**src/rtl/bus_arb_pkg.sv**
```systemverilog
// Shared types and constants for the serial-bus arbiter and its priority picker.
package bus_arb_pkg;

  typedef enum logic [1:0] {
    ST_IDLE    = 2'd0,
    ST_OWNED   = 2'd1,
    ST_RESUMED = 2'd2,
    ST_TURN    = 2'd3
  } arb_state_e;

  localparam int MAX_INIT = 4;
  localparam int TURN_W   = 3;

  // Round-robin search origin: the initiator after `cur`, wrapping at n.
  function automatic logic [1:0] rr_next(input logic [1:0] cur, input int n);
    logic [1:0] nxt;
    if (int'(cur) + 1 >= n) nxt = 2'd0;
    else                    nxt = cur + 2'd1;
    return nxt;
  endfunction

endpackage

```
**src/rtl/bus_rr_pick.sv**
```systemverilog
// Combinational rotate-priority encoder: first set bit of mask_i at or after start_i, wrapping.
module bus_rr_pick #(
  parameter int N   = 2,
  parameter int IDW = 1
) (
  input  logic [N-1:0]   mask_i,
  input  logic [IDW-1:0] start_i,
  output logic [IDW-1:0] idx_o,
  output logic           valid_o
);

  localparam logic [IDW:0] NL = (IDW+1)'(N);

  logic [N-1:0]   rot;
  logic [N-1:0]   first;
  logic [IDW-1:0] acc [N+1];
  logic [IDW:0]   sum;

  // Rotating the doubled mask puts start_i at bit 0, so a plain LSB-first search suffices.
  assign rot    = N'({mask_i, mask_i} >> start_i);
  assign acc[0] = '0;

  genvar gi;
  generate
    for (gi = 0; gi < N; gi++) begin : g_pos
      localparam logic [N-1:0] LOWER = N'((1 << gi) - 1);
      assign first[gi]  = rot[gi] & ~|(rot & LOWER);
      assign acc[gi+1]  = acc[gi] | (first[gi] ? IDW'(gi) : '0);
    end
  endgenerate

  assign sum     = {1'b0, start_i} + {1'b0, acc[N]};
  assign idx_o   = (sum >= NL) ? IDW'(sum - NL) : IDW'(sum);
  assign valid_o = |mask_i;

endmodule

```
**src/rtl/bus_arbiter.sv**
```systemverilog
// Round-robin arbiter for the bit-serial bus with turnaround gaps and a single split-transaction slot.
module bus_arbiter
  import bus_arb_pkg::*;
#(
  parameter int NUM_INIT   = 2,
  parameter int TURNAROUND = 1
) (
  input  logic                        clk,
  input  logic                        rst_n,
  input  logic [NUM_INIT-1:0]         req,
  input  logic                        target_split,
  input  logic                        split_release,
  input  logic                        target_ack,
  output logic [NUM_INIT-1:0]         grant,
  output logic [$clog2(NUM_INIT)-1:0] owner_id,
  output logic                        bus_busy,
  output logic                        split_pending,
  output logic [$clog2(NUM_INIT)-1:0] split_id,
  output logic                        split_overflow
);

  localparam int IDW = $clog2(NUM_INIT);

  generate
    if (NUM_INIT < 2 || NUM_INIT > MAX_INIT) begin : g_bad_num_init
      $error("bus_arbiter: NUM_INIT out of range");
    end
    if (TURNAROUND < 1 || TURNAROUND > (1 << TURN_W) - 1) begin : g_bad_turnaround
      $error("bus_arbiter: TURNAROUND out of range");
    end
  endgenerate

  arb_state_e          state_q,     state_d;
  logic [NUM_INIT-1:0] grant_q,     grant_d;
  logic [IDW-1:0]      owner_q,     owner_d;
  logic                busy_q,      busy_d;
  logic                split_pnd_q, split_pnd_d;
  logic [IDW-1:0]      split_id_q,  split_id_d;
  logic                split_ovf_q, split_ovf_d;
  logic                rel_q,       rel_d;
  logic [TURN_W-1:0]   turn_cnt_q,  turn_cnt_d;

  logic [NUM_INIT-1:0] split_mask;
  logic [NUM_INIT-1:0] eligible;
  logic [IDW-1:0]      rr_start;
  logic [IDW-1:0]      pick_idx;
  logic                pick_valid;

  // The split initiator must wait for its resume grant, so it is masked out of normal arbitration.
  always_comb begin
    split_mask = '0;
    if (split_pnd_q) split_mask[split_id_q] = 1'b1;
  end

  assign eligible = req & ~split_mask;
  assign rr_start = IDW'(rr_next(2'(owner_q), NUM_INIT));

  bus_rr_pick #(
    .N   (NUM_INIT),
    .IDW (IDW)
  ) u_pick (
    .mask_i  (eligible),
    .start_i (rr_start),
    .idx_o   (pick_idx),
    .valid_o (pick_valid)
  );

  always_comb begin
    state_d     = state_q;
    grant_d     = grant_q;
    owner_d     = owner_q;
    split_pnd_d = split_pnd_q;
    split_id_d  = split_id_q;
    split_ovf_d = split_ovf_q;
    turn_cnt_d  = turn_cnt_q;
    // A release only counts against an already-occupied slot.
    rel_d       = rel_q | (split_release & split_pnd_q);

    case (state_q)
      ST_IDLE: begin
        if (split_pnd_q && rel_q) begin
          grant_d             = '0;
          grant_d[split_id_q] = 1'b1;
          owner_d             = split_id_q;
          split_pnd_d         = 1'b0;
          rel_d               = 1'b0;
          state_d             = ST_RESUMED;
        end else if (pick_valid) begin
          grant_d           = '0;
          grant_d[pick_idx] = 1'b1;
          owner_d           = pick_idx;
          state_d           = ST_OWNED;
        end
      end

      ST_OWNED: begin
        if (target_split) begin
          if (!split_pnd_q) begin
            split_pnd_d = 1'b1;
            split_id_d  = owner_q;
          end else begin
            split_ovf_d = 1'b1;
          end
          grant_d    = '0;
          turn_cnt_d = TURN_W'(TURNAROUND - 1);
          state_d    = ST_TURN;
        end else if (!req[owner_q]) begin
          grant_d    = '0;
          turn_cnt_d = TURN_W'(TURNAROUND - 1);
          state_d    = ST_TURN;
        end
      end

      ST_RESUMED: begin
        if (target_split) split_ovf_d = 1'b1;
        if (target_ack) begin
          grant_d    = '0;
          turn_cnt_d = TURN_W'(TURNAROUND - 1);
          state_d    = ST_TURN;
        end
      end

      ST_TURN: begin
        if (turn_cnt_q == '0) state_d    = ST_IDLE;
        else                  turn_cnt_d = turn_cnt_q - 1'b1;
      end

      default: state_d = ST_IDLE;
    endcase

    busy_d = |grant_d;
  end

  always_ff @(posedge clk or negedge rst_n) begin
    if (!rst_n) begin
      state_q     <= ST_IDLE;
      grant_q     <= '0;
      owner_q     <= IDW'(NUM_INIT - 1);
      busy_q      <= 1'b0;
      split_pnd_q <= 1'b0;
      split_id_q  <= '0;
      split_ovf_q <= 1'b0;
      rel_q       <= 1'b0;
      turn_cnt_q  <= '0;
    end else begin
      state_q     <= state_d;
      grant_q     <= grant_d;
      owner_q     <= owner_d;
      busy_q      <= busy_d;
      split_pnd_q <= split_pnd_d;
      split_id_q  <= split_id_d;
      split_ovf_q <= split_ovf_d;
      rel_q       <= rel_d;
      turn_cnt_q  <= turn_cnt_d;
    end
  end

  assign grant          = grant_q;
  assign owner_id       = owner_q;
  assign bus_busy       = busy_q;
  assign split_pending  = split_pnd_q;
  assign split_id       = split_id_q;
  assign split_overflow = split_ovf_q;

endmodule

```
**config.mk**
```make
export PLATFORM = sky130hd
export DESIGN_NAME = bus_arbiter
export DESIGN_NICKNAME = d
export VERILOG_FILES = /design/src/rtl/bus_arb_pkg.sv /design/src/rtl/bus_rr_pick.sv /design/src/rtl/bus_arbiter.sv
export SDC_FILE = /design/constraint.sdc
export NUM_CORES = 1
export LEC_CHECK = 0
export CORE_MARGIN = 10
export CORE_UTILIZATION = 35
export CTS_CLUSTER_SIZE = 25
export DETAILED_ROUTE_END_ITERATION = 10
export SETUP_SLACK_MARGIN = 0.3
export SYNTH_ARGS = -nofsm -noshare
export SYNTH_HDL_FRONTEND = slang
export SYNTH_SLANG_ARGS = --single-unit
export TNS_END_PERCENT = 10
```
**constraint.sdc**
```tcl
create_clock -name clk -period 4 [get_ports clk]
set_clock_uncertainty 0.2 [all_clocks]
set_input_delay 0.8 -clock clk [delete_from_list [all_inputs] [get_ports clk]]
set_output_delay 0.8 -clock clk [all_outputs]
set_load 0.01 [all_outputs]
```
==> impl_metrics.ini, run 1 <==
[outcome]
outcome = completed

[worst_hold_path]
min_from = split_overflow
hold_path_class = reg2reg

[die]
die_width_um = 69.5
die_y_um = 69.5
core-area_um2 = 2280
die-area_um2 = 4830
start_util = 0.377
core.rowCount = 17
pin_count = 14

[place]
dp_hpwl_um = 1460
io_buffers = 13
dp.cells = 126
place.gp.congestion = 0.776

[worst_setup_path]
crit_path_start = req[0]
cp.required_ps = 3960
arrival_ps = 2550
timing.rr.start = split_pending
criticalPathCategory = in2reg
start_kind = primary input
path_max_fanout = 6
critPathCaptureType = flop

[synth]
synth_ff_type = dfrtp_1
syn_inst = 88
ys_warn_count = 0
synth_edf_count = 0
yosysTopAreaCellShare = 0.350
syn-num-nets = 101
ys_types = 38
netlist_top_cells_area = dfrtp_1 35%, ha_1 8.8%, mux2i_1 4.7%, inv_1 4.4%, dfstp_2 3.1%
synth_seq_area_share = 0.381
postSynth.asyncResetShare = 1.00
synthTopCellsByCount = 12 x dfrtp_1, 10 x inv_1, 6 x ha_1
synth.cell_area_um2 = 857
syn_area_per_cell_um2 = 9.74
yosys.cell_count.top_type = dfrtp_1
ys_seq_elements = 13
synth_top_area_cell = dfrtp_1

[clocking]
htreeDepth = 1
post-cts-setup-buffers = 0
clk_pin_slew_ps = 80
insertion_delay_ps = 270
clk_path_buf_depth = 2
root_buffer = clkbuf_4
cts_resized = 0
clkSinkCount = 13
cts_hold_buf = 0
cts_buffers = 3
cts_tree = yes

[routing]
vias_per_cell = 5.45
postRouteWirelength_um = 1900
drtIter0Drc = 21
vias = 708
drtAntennaViolNets = 0
drc = 0
dr.pass1.iters = 4
detail_route.wl_per_cell_um = 14.6

[grt]
grt_pass1_vias = 713
grt_max_degree = 17
antenna_found_initial = 0
grt_pass1_wl_um = 3390
grt.overflow.total = 0
grtUsageTotal = 0.0819

[sta]
worstMarginPinSlew_ps = 603
min_period_ps = 2580
rsz0062_at_grt = no
final_max_slew_viol_count = 0
setup-violations-final = 0
timing.fmax_mhz = 387
period_share = 0.646
fin_tns_setup_ps = 0
max_slew_margin = 0.597
hold_viol = 0

[run]
cap_violations = 0

[layout]
instances_no_fill = 130
n_antenna_cell = 0
area_growth_pct = 20.4
drive_gt1_frac = 0.0882
nets = 116

[power_and_ir_drop]
vdd_drop_max_uv = 350
powerDensity_nw_per_um2 = 759
leakage_nw = 0.469
-- final cells by class --
| class | count | area, um^2 |
|---|---|---|
| clock buffers | 4 | 26.3 |
| multi-input cells | 62 | 477 |
| well taps | 28 | 35.0 |
| inverters | 10 | 37.5 |
| flip-flops and latches | 13 | 327 |
| repair buffers | 13 | 130 |
| fillers | 224 | 1240 |
-- placed cells by master (no fill, tap or decap) --
master,n
and3_1,1
o31ai_1,1
o21a_1,1
nor4b_1,1
nor4b_2,1
clkdlybuf4s50_1,13
nor3_1,2
mux2_4,1
clkbuf_4,3
nand2b_1,2
o311a_1,1
clkbuf_1,1
dfrtp_1,12
or2_1,1
ha_1,6
dfstp_2,1
nor3b_1,1
a211oi_1,2
a31oi_1,1
nand3_1,3
nor2_1,3
a32o_2,1
a221o_1,1
nor4bb_1,2
nor2b_1,3
a21oi_1,4
o21ai_0,4
a221oi_1,1
o22ai_1,2
mux2_2,2
o21ai_1,1
inv_1,10
a211o_1,2
nand2_1,4
o211ai_1,1
mux2i_1,4
a21o_1,1
mux2_1,1
-- worst paths after layout --
path | end | slack [ps] | depth (start not counted)
min in group asynchronous | turn_cnt_q[0] | 700 | 1
hold reg to reg | split_overflow | 260 | 1
max in group asynchronous | state_q[0] | 2510 | 1
setup reg to reg | state_q[1] | 1840 | 4
setup / recovery | state_q[1] | 1420 | 5
hold / removal | split_overflow | 260 | 1
-- worst max-delay path: stages --
cell and delay [ps]:
clkdlybuf4s50_1 520, nor4bb_1 520, nor3_1 130, o21ai_1 230, mux2_1 350
-- layer usage --
layer | share of wire | vias up | GRT usage
met2 | 0.45 | 15 | 0.122
met4 | 0.011 | 0 | 0.0266
li1 | - | 347 | -
met5 | 0 | - | 0
met3 | 0.067 | 4 | 0.0399
met1 | 0.47 | 342 | 0.0996
-- metrics by stage --
| stage | cell area (um^2) | utilization | setup slack [ps] | power, mW | hold slack [ps] |
|---|---|---|---|---|---|
| floorplan | 857 | - | 1820 | 0.575 | 293 |
| finish | 1030 | 0.454 | 1420 | 0.784 | 262 |
| CTS | 1030 | 0.454 | 1460 | 0.798 | 270 |
| global placement | 1010 | 0.442 | 1180 | 0.690 | 244 |
| global route | 1030 | 0.454 | 1340 | 0.866 | 292 |
| detailed placement | 1010 | 0.442 | 1160 | 0.709 | 246 |
-- cell families after synthesis --
| kind of cell | Yosys count | share of synthesized area |
|---|---|---|
| compound gates | 24 | 0.194 |
| fa+ha+maj | 6 | 0.0876 |
| buf+inv | 13 | 0.0628 |
| flops | 13 | 0.381 |
| mux | 8 | 0.104 |
| simple gates | 24 | 0.171 |
-- sequential cells by signal, indices dropped and copies added, names as in the netlist --
register	flops
rel_q	1
bus_busy	1
split_id	1
owner_id	1
state_q	2
split_overflow	1
turn_cnt_q	3
grant	2
split_pending	1
-- power by group --
group	leakage, nW	internal, mW	switching [mW]
sequential	0.156	0.190	0.0718
clock	0.0150	0.0387	0.0436
combinational	0.298	0.229	0.211
No activity file was read; power rests on OpenSTA's default activity.
==> run 2, diff against run 1 <==
==> constraint.sdc (replaced) <==
create_clock -name clk -period 2.2 [get_ports clk]
set_clock_uncertainty 0.2 [all_clocks]
set_input_delay 0.44 -clock clk [delete_from_list [all_inputs] [get_ports clk]]
set_output_delay 0.44 -clock clk [all_outputs]
set_load 0.01 [all_outputs]
==> impl_metrics.ini, run 2 (same netlist as run 1, synthesis figures left out) <==
[worst_setup_path]
arrival_ps = 1970
crit_path_start = owner_id
critPathCaptureType = flop
worst_path_largest_cell_delay_ps = 570
crit_chain = mux2_4, a211o_1, a221o_1, or2_1
cp.required_ps = 2180
reg2reg_depth = 4
criticalPathCategory = reg2reg
start_kind = flop
cp.buffers_inverters = 0
r2r_slack_ps = 210
timing.rr.start = owner_id
r2r-end = bus_busy
path_max_fanout = 4
slowest_stage = dfstp_2
crit_family = compound AO/OA/AOI/OAI gates

[clocking]
cts_buffers = 3
htreeDepth = 1
root_buffer = clkbuf_4
cts_hold_buf = 0
clk_path_buf_depth = 2
clk_pin_slew_ps = 80
insertion_delay_ps = 280
cts_tree = yes
clkSinkCount = 13

[worst_hold_path]
hold_end = split_overflow
hold_path_class = reg2reg
hold_path_depth = 1
min_from = split_overflow

[sta]
final_max_slew_viol_count = 0
max_slew_margin = 0.592
timing.fmax_mhz = 502
timing.hold.ws_ps = 266
worstMarginPinSlew_ps = 610
min_period_ps = 1990
period_share = 0.906
rsz0062_at_grt = yes
hold_viol = 0
setup-violations-final = 0
fin_tns_setup_ps = 0

[die]
die_y_um = 69.5
die_width_um = 69.5
pin_count = 14
die-area_um2 = 4830
start_util = 0.377
core.rowCount = 17
core-area_um2 = 2280

[layout]
drive_gt1_frac = 0.248
final_common_cell = buf_4
largest_reg_flops = 3
nets = 127
layout_common_cells = 11 x buf_4, 10 x dfrtp_1, 10 x clkdlybuf4s50_1
top_register = turn_cnt_q
area_growth_pct = 35.5
n_antenna_cell = 0

[power_and_ir_drop]
seqPwrFrac = 0.293
p_sw_mw = 0.643
vdd_drop_max_uv = 607
powerDensity_nw_per_um2 = 1380
p_sw_frac = 0.401
total_power_mw = 1.60
leakage_nw = 0.542
combPwrFrac = 0.609
intPower_mw = 0.958
clock_power_share = 0.098

[grt]
grt_max_degree = 14
grt_pass1_wl_um = 3660
grt.overflow.total = 0
grt_pass1_vias = 739
grtUsageTotal = 0.0899
antenna_found_initial = 0

[run]
cap_violations = 0

[routing]
dr.pass1.iters = 2
vias = 751
drc = 0
drtAntennaViolNets = 0
detail_route.wl_per_cell_um = 14.3
drtIter0Drc = 22
vias_per_cell = 5.33
postRouteWirelength_um = 2020

[place]
dp_hpwl_um = 1490
io_buffers = 13
place.gp.congestion = 0.756

[outcome]
outcome = completed
## run 2: changes by cell type in the layout (fill, tap and decap cells not counted), moves of 2 or more
cell,delta
buf_4,+11
clkdlybuf4s50_1,-3
dfrtp_1,-2
dfrtp_2,+2
dlygate4sd2_1,+3
ha_1,-2
nor4bb_1,-2
## run 2: what timing repair did
| item | CTS | global route |
|---|---|---|
| endpoints found under the setup margin | 10 | 12 |
| gates resized for setup | 4 | 10 |
| cloned | 0 | 0 |
| setup buffers | 0 | 4 |
| endpoints found under the hold margin | 0 | 0 |
| pin swaps | 0 | 1 |
## run 2: per-stage QoR
stage	util	instances	cell area (um^2)	setup WS (ps)
6_report	0.510	141	1160	208
4_1_cts	0.478	137	1090	128
5_1_grt	0.510	141	1160	160
3_5_place_dp	0.465	133	1060	-245
2_1_floorplan	-	88	857	231
3_3_place_gp	0.465	133	1060	-182
## run 2: final cells by class
class | instances | area (um^2)
fillers | 217 | 1110
well taps | 28 | 35.0
multi-input cells | 62 | 524
repair buffers | 24 | 209
inverters | 10 | 37.5
clock buffers | 4 | 26.3
flip-flops and latches | 13 | 329
## run 2: how the worst max path moves through the flow
stage	slack, ps	end	cells after the start
floorplan	230	bus_busy	4
global placement	-180	bus_busy	5
detailed placement	-250	state_q[1]	5
CTS	130	bus_busy	6
global route	160	bus_busy	4
finish	210	bus_busy	4
## run 2: routing by layer
metal	wire (um)	global-route usage
met2	917	0.133
met4	40	0.0466
met1	956	0.110
met5	0	0
met3	106	0.0328
## run 2: power by group through the flow
stage,sequential [mW],combinational [mW],clock [mW]
2_1_floorplan,0.444,0.602,0
4_1_cts,0.463,0.881,0.162
6_report,0.469,0.975,0.157
5_1_grt,0.491,1.10,0.177
3_5_place_dp,0.467,0.876,0
3_3_place_gp,0.462,0.859,0
